**config.mk**
```make
export PLATFORM = sky130hd
export DESIGN_NAME = serial_frame_scheduler
export DESIGN_NICKNAME = d
export VERILOG_FILES = /design/src/rtl/serial_frame_pkg.sv /design/src/rtl/rr_arbiter.sv /design/src/rtl/serial_frame_scheduler.sv
export SDC_FILE = /design/constraint.sdc
export NUM_CORES = 1
export LEC_CHECK = 0
export ABC_AREA = 1
export ABC_CLOCK_PERIOD_IN_PS = 2600
export CAP_MARGIN = 20
export CORE_MARGIN = 4
export CORE_UTILIZATION = 48
export DETAILED_ROUTE_END_ITERATION = 8
export GPL_ROUTABILITY_DRIVEN = 0
export PLACE_DENSITY_LB_ADDON = 0.3
export SKIP_LAST_GASP = 1
export SYNTH_ARGS = -nofsm -noshare
export SYNTH_HDL_FRONTEND = slang
export SYNTH_SLANG_ARGS = --single-unit
```
**constraint.sdc**
```tcl
create_clock -name clk -period 2.6 [get_ports clk]
set_input_delay 0.78 -clock clk [delete_from_list [all_inputs] [get_ports clk]]
set_output_delay 0.78 -clock clk [all_outputs]
set_load 0.05 [all_outputs]
```
**src/rtl/serial_frame_pkg.sv**
```systemverilog
// Shared constants and phase decode for the serial test-interface frame controller.
// The 40-cycle frame is split into load, start, write, read and end windows.
package serial_frame_pkg;

    localparam int FRAME_LEN = 40;
    localparam int CMD_W     = 8;
    localparam int RD_BITS   = 9;

    localparam logic [5:0] CNT_LOAD     = 6'd0;
    localparam logic [5:0] CNT_START    = 6'd1;
    localparam logic [5:0] CNT_WR_FIRST = 6'd2;
    localparam logic [5:0] CNT_WR_LAST  = 6'd17;
    localparam logic [5:0] CNT_RD_FIRST = 6'd18;
    localparam logic [5:0] CNT_RD_LAST  = 6'd35;
    localparam logic [5:0] CNT_RSP      = 6'd36;
    localparam logic [5:0] CNT_ARB      = 6'(FRAME_LEN - 1);

    typedef enum logic [2:0] {LOAD, START, WRITE, READ, END} phase_t;

    function automatic phase_t phase_of(input logic [5:0] cnt);
        if (cnt == CNT_LOAD)
            return LOAD;
        else if (cnt == CNT_START)
            return START;
        else if (cnt >= CNT_WR_FIRST && cnt <= CNT_WR_LAST)
            return WRITE;
        else if (cnt >= CNT_RD_FIRST && cnt <= CNT_RD_LAST)
            return READ;
        else
            return END;
    endfunction

endpackage

```
**src/rtl/rr_arbiter.sv**
```systemverilog
// Round-robin arbiter: searches upward from (ptr + 1) mod NREQ and grants the first
// requester found, only when advance is high. Purely combinational.
module rr_arbiter #(
    parameter  int NREQ  = 4,
    localparam int IDX_W = $clog2(NREQ)
) (
    input  logic [NREQ-1:0]  req,
    input  logic             advance,
    input  logic [IDX_W-1:0] ptr,
    output logic [NREQ-1:0]  gnt,
    output logic [IDX_W-1:0] idx,
    output logic             valid
);

    localparam int SW = IDX_W + 1;

    logic [IDX_W-1:0] cand_idx [NREQ];
    logic [NREQ-1:0]  cand_req;

    // Candidate gi is the requester gi+1 places after the pointer, wrapped once.
    for (genvar gi = 0; gi < NREQ; gi++) begin : g_cand
        logic [SW-1:0] sum;
        assign sum = {1'b0, ptr} + SW'(gi + 1);
        assign cand_idx[gi] = (sum >= SW'(NREQ)) ? IDX_W'(sum - SW'(NREQ)) : sum[IDX_W-1:0];
        assign cand_req[gi] = req[cand_idx[gi]];
    end

    always_comb begin
        gnt   = '0;
        idx   = '0;
        valid = 1'b0;
        for (int k = 0; k < NREQ; k++) begin
            if (!valid && cand_req[k]) begin
                valid = 1'b1;
                idx   = cand_idx[k];
            end
        end
        valid = valid & advance;
        if (valid)
            gnt[idx] = 1'b1;
    end

endmodule

```
**src/rtl/serial_frame_scheduler.sv**
```systemverilog
// Frame controller: 40-cycle frame counter, round-robin grant at count 39, serial
// command write, 9-bit read-back capture and a one-cycle response strobe at count 36.
module serial_frame_scheduler #(
    parameter int NREQ  = 4,
    parameter int CMD_W = 8
) (
    input  logic                  clk,
    input  logic                  rst,
    input  logic [NREQ-1:0]       req,
    input  logic [NREQ*CMD_W-1:0] cmd,
    output logic [NREQ-1:0]       gnt,
    output logic [5:0]            count40,
    output logic                  frame_active,
    output logic                  dq_out,
    output logic                  dq_oe,
    input  logic                  dq_in,
    output logic                  rsp_valid,
    output logic [2:0]            rsp_id,
    output logic                  rsp_ack,
    output logic [7:0]            rsp_data
);

    import serial_frame_pkg::*;

    localparam int IDX_W = $clog2(NREQ);

    logic [5:0]         count_reg;
    logic [NREQ-1:0]    gnt_reg;
    logic               frame_active_reg;
    logic               dq_out_reg;
    logic               dq_oe_reg;
    logic               rsp_valid_reg;
    logic [2:0]         rsp_id_reg;
    logic               rsp_ack_reg;
    logic [7:0]         rsp_data_reg;
    logic [IDX_W-1:0]   ptr_reg;
    logic [IDX_W-1:0]   gnt_idx_reg;
    logic [CMD_W-1:0]   tx_shift_reg;
    logic [RD_BITS-2:0] rx_shift_reg;

    logic [5:0]       count_next;
    logic             frame_active_next;
    logic             arb_advance;
    logic [NREQ-1:0]  arb_gnt;
    logic [IDX_W-1:0] arb_idx;
    logic             arb_valid;
    logic [CMD_W-1:0] cmd_sel;
    phase_t           phase_now;
    phase_t           phase_next;
    logic             write_next;

    // Out-of-range counts are unreachable but still fold back to 0.
    assign count_next  = (count_reg >= CNT_ARB) ? CNT_LOAD : count_reg + 6'd1;
    assign arb_advance = (count_reg == CNT_ARB);
    assign phase_now   = phase_of(count_reg);
    assign phase_next  = phase_of(count_next);

    rr_arbiter #(.NREQ(NREQ)) u_arb (
        .req     (req),
        .advance (arb_advance),
        .ptr     (ptr_reg),
        .gnt     (arb_gnt),
        .idx     (arb_idx),
        .valid   (arb_valid)
    );

    assign cmd_sel           = cmd[arb_idx*CMD_W +: CMD_W];
    assign frame_active_next = arb_advance ? arb_valid : frame_active_reg;
    assign write_next        = frame_active_next && (phase_next == WRITE);

    always_ff @(posedge clk) begin
        if (rst) begin
            count_reg        <= CNT_LOAD;
            gnt_reg          <= '0;
            frame_active_reg <= 1'b0;
            dq_out_reg       <= 1'b0;
            dq_oe_reg        <= 1'b0;
            rsp_valid_reg    <= 1'b0;
            rsp_id_reg       <= '0;
            rsp_ack_reg      <= 1'b0;
            rsp_data_reg     <= '0;
            ptr_reg          <= IDX_W'(NREQ - 1);
            gnt_idx_reg      <= '0;
            tx_shift_reg     <= '0;
            rx_shift_reg     <= '0;
        end else begin
            count_reg        <= count_next;
            gnt_reg          <= arb_gnt;
            frame_active_reg <= frame_active_next;

            if (arb_valid) begin
                ptr_reg      <= arb_idx;
                gnt_idx_reg  <= arb_idx;
                tx_shift_reg <= cmd_sel;
            end else if (write_next && count_next[0]) begin
                // Each bit is shown for an even/odd count pair; advance after the odd one.
                tx_shift_reg <= tx_shift_reg << 1;
            end

            dq_oe_reg  <= write_next;
            dq_out_reg <= write_next ? tx_shift_reg[CMD_W-1] : 1'b0;

            // Read-back bits are sampled on the edge leaving each odd READ count.
            if (phase_now == READ && count_reg[0])
                rx_shift_reg <= {rx_shift_reg[RD_BITS-3:0], dq_in};

            rsp_valid_reg <= 1'b0;
            if (frame_active_reg && count_next == CNT_RSP) begin
                rsp_valid_reg <= 1'b1;
                rsp_id_reg    <= 3'(gnt_idx_reg);
                rsp_ack_reg   <= rx_shift_reg[RD_BITS-2];
                rsp_data_reg  <= {rx_shift_reg[RD_BITS-3:0], dq_in};
            end
        end
    end

    assign count40      = count_reg;
    assign gnt          = gnt_reg;
    assign frame_active = frame_active_reg;
    assign dq_out       = dq_out_reg;
    assign dq_oe        = dq_oe_reg;
    assign rsp_valid    = rsp_valid_reg;
    assign rsp_id       = rsp_id_reg;
    assign rsp_ack      = rsp_ack_reg;
    assign rsp_data     = rsp_data_reg;

endmodule
```
==> results of run 1 <==
## cell usage after synthesis, types with 2 or more instances
| cell | n |
|---|---|
| a21oi_1 | 3 |
| buf_6 | 3 |
| clkbuf_1 | 5 |
| dfxtp_1 | 45 |
| ha_1 | 4 |
| inv_1 | 25 |
| inv_2 | 7 |
| inv_4 | 2 |
| nand2_1 | 98 |
| nand2_2 | 8 |
| nand2_4 | 2 |
| nand3_1 | 20 |
| nand3_2 | 2 |
| nand3b_1 | 2 |
| nand4_1 | 6 |
| nor2_1 | 58 |
| nor2_2 | 2 |
| nor2_4 | 5 |
| nor3_1 | 8 |
| o211ai_1 | 6 |
| o21ai_0 | 20 |
| o21ai_1 | 6 |
## worst min-delay path: cells and delay by family (launching register included)
kind,cells,cell delay [ps]
AND/OR/NAND/NOR,1,50
flip-flops,1,310
buffers and inverters,1,60
## path summary, 6_finish.rpt
kind	cells after the start	end	slack [ps]	start
max	1	count40[2]	210	count40[2]$_SDFF_PP0_
max reg2reg	13	tx_shift_reg[2]$_SDFFE_PP0P_	340	count40[1]$_SDFF_PP0_
min reg2reg	2	dq_out$_SDFF_PP0_	460	tx_shift_reg[7]$_SDFFE_PP0P_
min	2	dq_out$_SDFF_PP0_	460	tx_shift_reg[7]$_SDFFE_PP0P_
## per-layer routing
| layer | track usage | vias to the layer above | share of wire |
|---|---|---|---|
| li1 | - | 1253 | - |
| met1 | 0.220 | 1074 | 0.45 |
| met2 | 0.306 | 79 | 0.47 |
| met3 | 0.0447 | 4 | 0.067 |
| met4 | 0.0350 | 0 | 0.0049 |
| met5 | 0 | - | 0 |
## cell families (layout without fill, tap and decap cells)
kind of cell	Yosys count	count (layout)	synth area share
and+or+nand+nor	213	213	0.403
DFF	45	45	0.381
buffers and inverters	44	116	0.0836
AOI/OAI and AO/OA	41	41	0.106
adders and majority gates	4	4	0.0212
other	1	1	0.00159
xor gates and xnor gates	1	1	0.00371
## report_power, final
part / internal (mW) / leakage [nW] / switching [mW] / total [mW]
Sequential: 0.692 / 0.363 / 0.00601 / 0.698
Clock: 0.194 / 0.0447 / 0.252 / 0.446
Combinational: 0.104 / 0.990 / 0.114 / 0.218
Total: 0.991 / 1.40 / 0.372 / 1.36
## area by class of cell
class	instances	area share
clock buffers	5	0.0216
clock inverters	3	0.00785
inverters	34	0.0416
multi-input cells	260	0.397
flip-flops and latches	45	0.282
well taps	67	0.0263
repair buffers	74	0.224
## stage by stage
stage | std cells | area (um2) | worst slack [ps]
6_report | 488 | 3190 | 209
5_1_grt | 488 | 3190 | 55.8
3_3_place_gp | 480 | 3100 | -49.2
4_1_cts | 488 | 3190 | 207
2_1_floorplan | 349 | 2360 | 231
3_5_place_dp | 480 | 3100 | -101
==> run_results.csv, run 1 <==
group,metric,value,unit
run_status,outcome,"completed",
sta,rsz0062_at_grt,"no",
floorplanning,design.core.area,0.00475,mm2
sta,setup_viol,0,
logic_synthesis,syn-cell-area,0.00236,mm2
setup_path,crit_path_max_fanout,7,
global_routing,grt_overflow_total,0,
route,final_antenna_net_count,0,
power_and_ir_drop,p_leak,1.40,nW
route,avgRoutedWirePerCell,10.9,um
setup_path,path_buf_inv,1,
finish,finalNetCount,463,
sta,relSlewSlack,0.606,
route,drtPass1Iterations,4,
sta,fin_crit_sh,0.919,
place,hpwl,4220,um
setup_path,crit_type,"reg -> out",
global_routing,grtUsageTotal,0.176,
finish,n_antenna_cell,0,
cts,clock_sinks,45,
logic_synthesis,ys.flop_type,"dfxtp_1",
route,routed_via_density,4.94,
logic_synthesis,synthCells,349,
finish,multi_input_area,0.00126,mm2
logic_synthesis,synth_top_area_cell,"dfxtp_1",
setup_path,critPathMaxStageDelay,850,ps
route,drtIter0Drc,157,
sta,clock_skew,8.46,ps
global_routing,grt_max_degree,25,
cts,tritoncts,"built",
global_routing,antenna_found_initial,0,
logic_synthesis,synth_top_area_frac,0.381,
finish,syn_to_final_growth,34.9,%
floorplanning,rows,25,
route,vias,2410,
sta,hold_viol_final,0,
cts,h-tree-depth,2,
logic_synthesis,yosysUniqueCellTypes,34,
sta,drv_slew,0,
sta,tightest_slew,590,ps
floorplanning,start_util,0.497,
logic_synthesis,synth_edf_count,0,
cts,worstSkewPairLatency,300,ps
sta,fmax,0.418,GHz
job,max_cap_viol_count,0,
worst_hold_path,holdCritPathClass,"reg -> reg",
sta,tns,0,ps
cts,ctsResizeCount,0,
logic_synthesis,syn_area_per_cell,6.77,um2
finish,utilization,0.671,
logic_synthesis,yosys_register_bits,45,
logic_synthesis,async_reset_ff_frac,0,
cts,cts_root_buffer,"clkbuf_8",
finish,seq_area,901,um2
route,wirelength,5300,um
finish,fillers,438,
power_and_ir_drop,powerDensity,427,mW/mm2
setup_path,cp-start-kind,"flip-flop",
cts,path_clk_slew,90,ps
cts,cts_hold_buf,0,
cts,cts_buffers,5,
route,drc,0,
floorplanning,io_pins,65,
place,port_buffers,63,
logic_synthesis,yosysSeqAreaShare,0.381,
setup_path,arrival,1610,ps
setup_path,cp_top_family,"buffers and inverters",
floorplanning,die_h,78.2,um
sta,min_period,2390,ps
cts,cts_buffer_depth,2,
finish,layout_commonest_cell,"nand2_1",
logic_synthesis,syn_nets,392,
logic_synthesis,yosysWarnings,0,
setup_path,cp_slowest_cell,"clkdlybuf4s50_1",
power_and_ir_drop,irDropWorstVdd,0.326,mV
setup_path,crit_path_end_kind,"output port",
sta,whs,462,ps
finish,final_layout_size_suffix_gt1_frac,0.124,
global_routing,grt_pass1_wl,9000,um
global_routing,grt_pass1_vias,2183,
setup_path,worstPathCellList,"clkdlybuf4s50_1",
cts,post_cts_buffers,0,
logic_synthesis,yosys-top-cells-area,"dfxtp_1 38%, nand2_1 16%, nor2_1 9.2%",
finish,mostFrequentLayoutCells,"98 x nand2_1, 63 x clkdlybuf4s50_1, 58 x nor2_1",
floorplanning,die_w,78.2,um
power_and_ir_drop,power,1.36,mW
floorplanning,dieArea,0.00611,mm2
setup_path,required,1820,ps
Power figures use the tool's default switching activity.
==> run 2, diff against run 1 <==
Settings changed: ABC_CLOCK_PERIOD_IN_PS 2600 to 2300.
Clock period 2.6 ns to 2.3 ns, I/O delays scaled along.
==> run_results.csv, run 2 (synthesis gave the netlist of run 1 again) <==
group,metric,value,unit
run_status,outcome,"completed",
setup_path,reg2reg_from,"count40[1]$_SDFF_PP0_",
place,port_buffers,63,
global_routing,grt_pass1_wl,9690,um
sta,clock_skew,8.33,ps
floorplanning,rows,25,
finish,multi_input_area,0.00134,mm2
cts,worstSkewPairLatency,300,ps
finish,syn_to_final_growth,43.3,%
power_and_ir_drop,powerDensity,483,mW/mm2
setup_path,required,1610,ps
sta,fmax,0.455,GHz
finish,fillers,393,
route,wirelength,5900,um
cts,cts_root_buffer,"clkbuf_8",
setup_path,crit_path_start,"count40[5]$_SDFF_PP0_",
setup_path,cp-endpoint,"count40[5]",
global_routing,antenna_found_initial,0,
finish,stdcell_area,0.00339,mm2
sta,tightest_slew,604,ps
setup_path,arrival,1510,ps
sta,min_period,2200,ps
finish,finalNetCount,478,
route,routed_via_density,4.98,
route,drc,0,
place,hpwl,4330,um
floorplanning,start_util,0.497,
power_and_ir_drop,power,1.63,mW
route,final_antenna_net_count,0,
finish,seq_area,906,um2
setup_path,cp_slowest_cell,"clkdlybuf4s50_1",
setup_path,cp_num_cells,1,
setup_path,worstPathCellList,"clkdlybuf4s50_1",
cts,path_clk_slew,80,ps
finish,mostFrequentLayoutCells,"86 x nand2_1, 57 x nor2_1, 55 x clkdlybuf4s50_1",
cts,tritoncts,"built",
power_and_ir_drop,irDropWorstVdd,0.266,mV
sta,drv_slew,0,
setup_path,crit_type,"reg -> out",
floorplanning,design.core.area,0.00475,mm2
global_routing,grt_pass1_vias,2296,
global_routing,grtUsageTotal,0.189,
setup_path,rr_endpoint,"tx_shift_reg[3]$_SDFFE_PP0P_",
sta,fin_crit_sh,0.956,
setup_path,reg2reg_slack,140,ps
floorplanning,io_pins,65,
place,dpl_cell_area,0.00315,mm2
sta,setup_viol,0,
job,max_cap_viol_count,0,
setup_path,crit_path_end_kind,"output port",
setup_path,r2r_cells,15,
setup_path,path_buf_inv,1,
route,drtPass1Iterations,6,
sta,relSlewSlack,0.597,
global_routing,grt_overflow_total,0,
floorplanning,die_h,78.2,um
route,vias,2501,
power_and_ir_drop,p_leak,1.52,nW
floorplanning,die_w,78.2,um
finish,utilization,0.712,
route,avgRoutedWirePerCell,11.8,um
setup_path,cp_top_family,"buffers and inverters",
cts,cts_buffer_depth,2,
finish,final_layout_size_suffix_gt1_frac,0.207,
setup_path,cp-start-kind,"flip-flop",
global_routing,grt_max_degree,25,
worst_hold_path,holdCritPathClass,"reg -> reg",
finish,n_antenna_cell,0,
setup_path,crit_path_max_fanout,4,
sta,tns,0,ps
setup_path,critPathMaxStageDelay,820,ps
cts,clock_sinks,45,
sta,rsz0062_at_grt,"yes",
sta,whs,462,ps
route,drtIter0Drc,107,
finish,layout_commonest_cell,"nand2_1",
floorplanning,dieArea,0.00611,mm2
sta,hold_viol_final,0,
cts,h-tree-depth,2,
cts,cts_buffers,5,
-- run 2: area by class of cell --
type                            instances  area share
Multi-Input combinational cell        261       0.394
Sequential cell                        45       0.268
Timing Repair Buffer                   88       0.243
Inverter                               34      0.0399
Tap cell                               67      0.0248
Clock buffer                            5      0.0203
Clock inverter                          2      0.0103
-- run 2: how the worst min path moves through the flow --
stage / start / end / slack (ps) / cells past startpoint
floorplan: tx_shift_reg[7]$_SDFFE_PP0P_ / dq_out$_SDFF_PP0_ / 420 / 2
global placement: gnt_idx_reg[0]$_SDFFE_PP0P_ / gnt_idx_reg[0]$_SDFFE_PP0P_ / 450 / 2
detailed placement: tx_shift_reg[7]$_SDFFE_PP0P_ / dq_out$_SDFF_PP0_ / 460 / 2
CTS: tx_shift_reg[7]$_SDFFE_PP0P_ / dq_out$_SDFF_PP0_ / 470 / 2
global route: tx_shift_reg[0]$_SDFFE_PP0P_ / tx_shift_reg[0]$_SDFFE_PP0P_ / 500 / 2
finish: tx_shift_reg[7]$_SDFFE_PP0P_ / dq_out$_SDFF_PP0_ / 460 / 2
-- run 2: layer usage --
layer / up-vias / part of all wire / track usage
li1: 1285 / - / -
met1: 1137 / 0.44 / 0.234
met2: 71 / 0.49 / 0.333
met3: 8 / 0.056 / 0.0413
met4: 0 / 0.010 / 0.0437
met5: - / 0 / 0
-- run 2: what timing repair did --
action / CTS / global route
endpoints found under the setup margin: 3 / 22
gates resized for setup: 2 / 31
cloned: 0 / 1
hold buffers: 0 / 0
pin swaps: 0 / 24
buffers inserted: 0 / 6
-- run 2: power by group --
| part | internal, mW | total [mW] | switching, mW |
|---|---|---|---|
| clock network | 0.316 | 0.572 | 0.257 |
| registers | 0.783 | 0.790 | 0.00692 |
| logic | 0.130 | 0.272 | 0.142 |
| total | 1.23 | 1.63 | 0.406 |
-- run 2: per-stage QoR --
stage,setup slack [ps],cells
floorplan,6.01,349
global placement,-244,488
detailed placement,-277,488
CTS,32.0,495
global route,-47.2,502
finish,101,502
==> run 3, diff against run 2 <==
Settings changed: CORE_UTILIZATION 48 to 49, CTS_CLUSTER_DIAMETER from default to 120, SYNTH_HIERARCHICAL from default to 1.
==> run_results.csv, run 3 <==
group,metric,value,unit
run_status,outcome,"completed",
setup_path,worstPathCellList,"clkdlybuf4s50_1",
route,final_antenna_net_count,0,
logic_synthesis,yosys_register_bits,45,
logic_synthesis,synth_edf_count,0,
logic_synthesis,synth_top_area_cell,"dfxtp_1",
setup_path,r2r_cells,16,
job,max_cap_viol_count,0,
logic_synthesis,ys.flop_type,"dfxtp_1",
sta,fin_crit_sh,0.979,
global_routing,grt_pass1_vias,2349,
sta,tightest_slew,509,ps
sta,fmax,0.444,GHz
cts,cts_hold_buf,0,
logic_synthesis,syn-cell-area,0.00251,mm2
sta,tns,0,ps
logic_synthesis,yosys-top-cells-count,"66 x nor2_1, 57 x nand2_1, 45 x dfxtp_1",
floorplanning,start_util,0.518,
sta,setup_viol,0,
place,place_ws,-474,ps
finish,finalNetCount,474,
global_routing,grt_overflow_total,0,
sta,relSlewSlack,0.660,
cts,tritoncts,"built",
logic_synthesis,synthCells,362,
cts,clock_sinks,45,
route,wirelength,6010,um
worst_hold_path,hold_depth,2,
global_routing,grt_pass1_wl,10000,um
sta,min_period,2250,ps
sta,drv_slew,0,
logic_synthesis,async_reset_ff_frac,0,
floorplanning,rows,25,
place,port_buffers,63,
route,drtIter0Drc,75,
logic_synthesis,yosysWarnings,6,
floorplanning,dieArea,0.00633,mm2
finish,syn_to_final_growth,37.7,%
finish,seq_area,907,um2
setup_path,arrival,1560,ps
setup_path,cp_top_family,"buffers and inverters",
cts,cts_buffers,5,
floorplanning,die_w,79.6,um
logic_synthesis,syn_nets,405,
cts,path_clk_slew,80,ps
finish,mostFrequentLayoutCells,"64 x nor2_1, 56 x clkdlybuf4s50_1, 52 x nand2_1",
finish,multi_input_area,0.00144,mm2
setup_path,crit_path_end_kind,"output port",
cts,cts_root_buffer,"clkbuf_8",
finish,layout_commonest_cell,"nor2_1",
finish,final_layout_size_suffix_gt1_frac,0.220,
logic_synthesis,synth_top_area_frac,0.359,
logic_synthesis,yosysSeqAreaShare,0.359,
logic_synthesis,yosys-top-cells-area,"dfxtp_1 36%, nor2_1 9.9%, nand2_1 8.5%",
cts,cts_buffer_depth,2,
finish,fillers,409,
setup_path,path_buf_inv,1,
finish,n_antenna_cell,0,
setup_path,crit_type,"reg -> out",
power_and_ir_drop,powerDensity,442,mW/mm2
route,drc,0,
sta,setup_ws,48.1,ps
global_routing,grtUsageTotal,0.194,
floorplanning,design.core.area,0.00485,mm2
cts,worstSkewPairLatency,290,ps
setup_path,cp-start-kind,"flip-flop",
sta,hold_viol_final,0,
route,vias,2481,
floorplanning,io_pins,65,
logic_synthesis,yosysMostFrequentCell,"nor2_1",
route,routed_via_density,4.97,
setup_path,cp_num_cells,1,
route,avgRoutedWirePerCell,12.0,um
setup_path,crit_path_max_fanout,5,
global_routing,antenna_found_initial,0,
power_and_ir_drop,irDropWorstVdd,0.399,mV
setup_path,required,1610,ps
power_and_ir_drop,p_leak,1.42,nW
logic_synthesis,syn_area_per_cell,6.93,um2
power_and_ir_drop,power,1.53,mW
global_routing,grt_max_degree,30,
cts,h-tree-depth,2,
setup_path,cp_slowest_cell,"clkdlybuf4s50_1",
sta,clock_skew,8.33,ps
floorplanning,die_h,79.6,um
worst_hold_path,holdCritPathClass,"reg -> reg",
logic_synthesis,yosysUniqueCellTypes,30,
setup_path,critPathMaxStageDelay,840,ps
sta,rsz0062_at_grt,"yes",
place,hpwl,4360,um
route,drtPass1Iterations,4,
-- run 3: changes by cell type in the layout (fill, tap and decap cells not counted), moves of 5 or more --
| cell | delta |
|---|---|
| o21ai_1 | +13 |
| nand3_1 | -9 |
| a21oi_1 | +14 |
| inv_1 | +8 |
| nand2_1 | -34 |
| o211ai_1 | -6 |
| nand2_4 | +6 |
| nor3_1 | -8 |
| nor2_2 | +8 |
| nor2_1 | +7 |
| buf_4 | -13 |
| o221ai_1 | +5 |
-- run 3: kinds of logic (layout without fill, tap and decap cells) --
group           Yosys count  in the layout  share of synthesized area
simple gates            182            183                      0.354
compound gates           71             71                      0.154
buf+inv                  58            127                      0.109
flops                    45             45                      0.359
fa+ha+maj                 4              4                     0.0199
other cells               1              1                    0.00149
xor+xnor                  1              1                    0.00349
-- run 3: layout make-up --
cell class	count	area share
clock buffers	7	0.0221
clock inverters	1	0.00217
inverters	40	0.0471
multi-input cells	260	0.415
flip-flops and latches	45	0.262
well taps	67	0.0242
repair buffers	79	0.227
-- run 3: power by group --
group | total [mW] | internal (mW) | switching [mW]
clock | 0.465 | 0.215 | 0.250
sequential | 0.791 | 0.782 | 0.00865
combinational | 0.272 | 0.133 | 0.139
total | 1.53 | 1.13 | 0.398
-- run 3: routing by layer --
metal,routed length (um),vias up,global-route usage,share of wire
met5,0,-,0,0
met4,50,0,0.0430,0.0083
met3,239,4,0.0372,0.040
met2,3080,53,0.353,0.51
met1,2640,1134,0.233,0.44
li1,-,1290,-,-
-- run 3: path summary, 6_finish.rpt --
path | start | to | slack (ps)
min reg2reg | rsp_data[0]$_SDFFE_PP0P_ | rsp_data[0]$_SDFFE_PP0P_ | 450
max | count40[5]$_SDFF_PP0_ | count40[5] | 50
min | rsp_data[0]$_SDFFE_PP0P_ | rsp_data[0]$_SDFFE_PP0P_ | 450
max reg2reg | ptr_reg[1]$_SDFFE_PP1P_ | tx_shift_reg[5]$_SDFFE_PP0P_ | 190
-- run 3: timing repair --
action                     CTS  global route
setup endpoints to repair    9            16
resized for setup           36            21
setup buffers                3             1
cloned                       0             1
pin swaps                    9            10
-- run 3: per-stage QoR --
stage               utilization  hold WS (ps)  instance area, um2  std cells
floorplan                     -           439                2510        362
global placement          0.665           434                3220        486
detailed placement        0.665           435                3220        486
CTS                       0.693           451                3360        497
global route              0.713           472                3460        499
finish                    0.713           449                3460        499
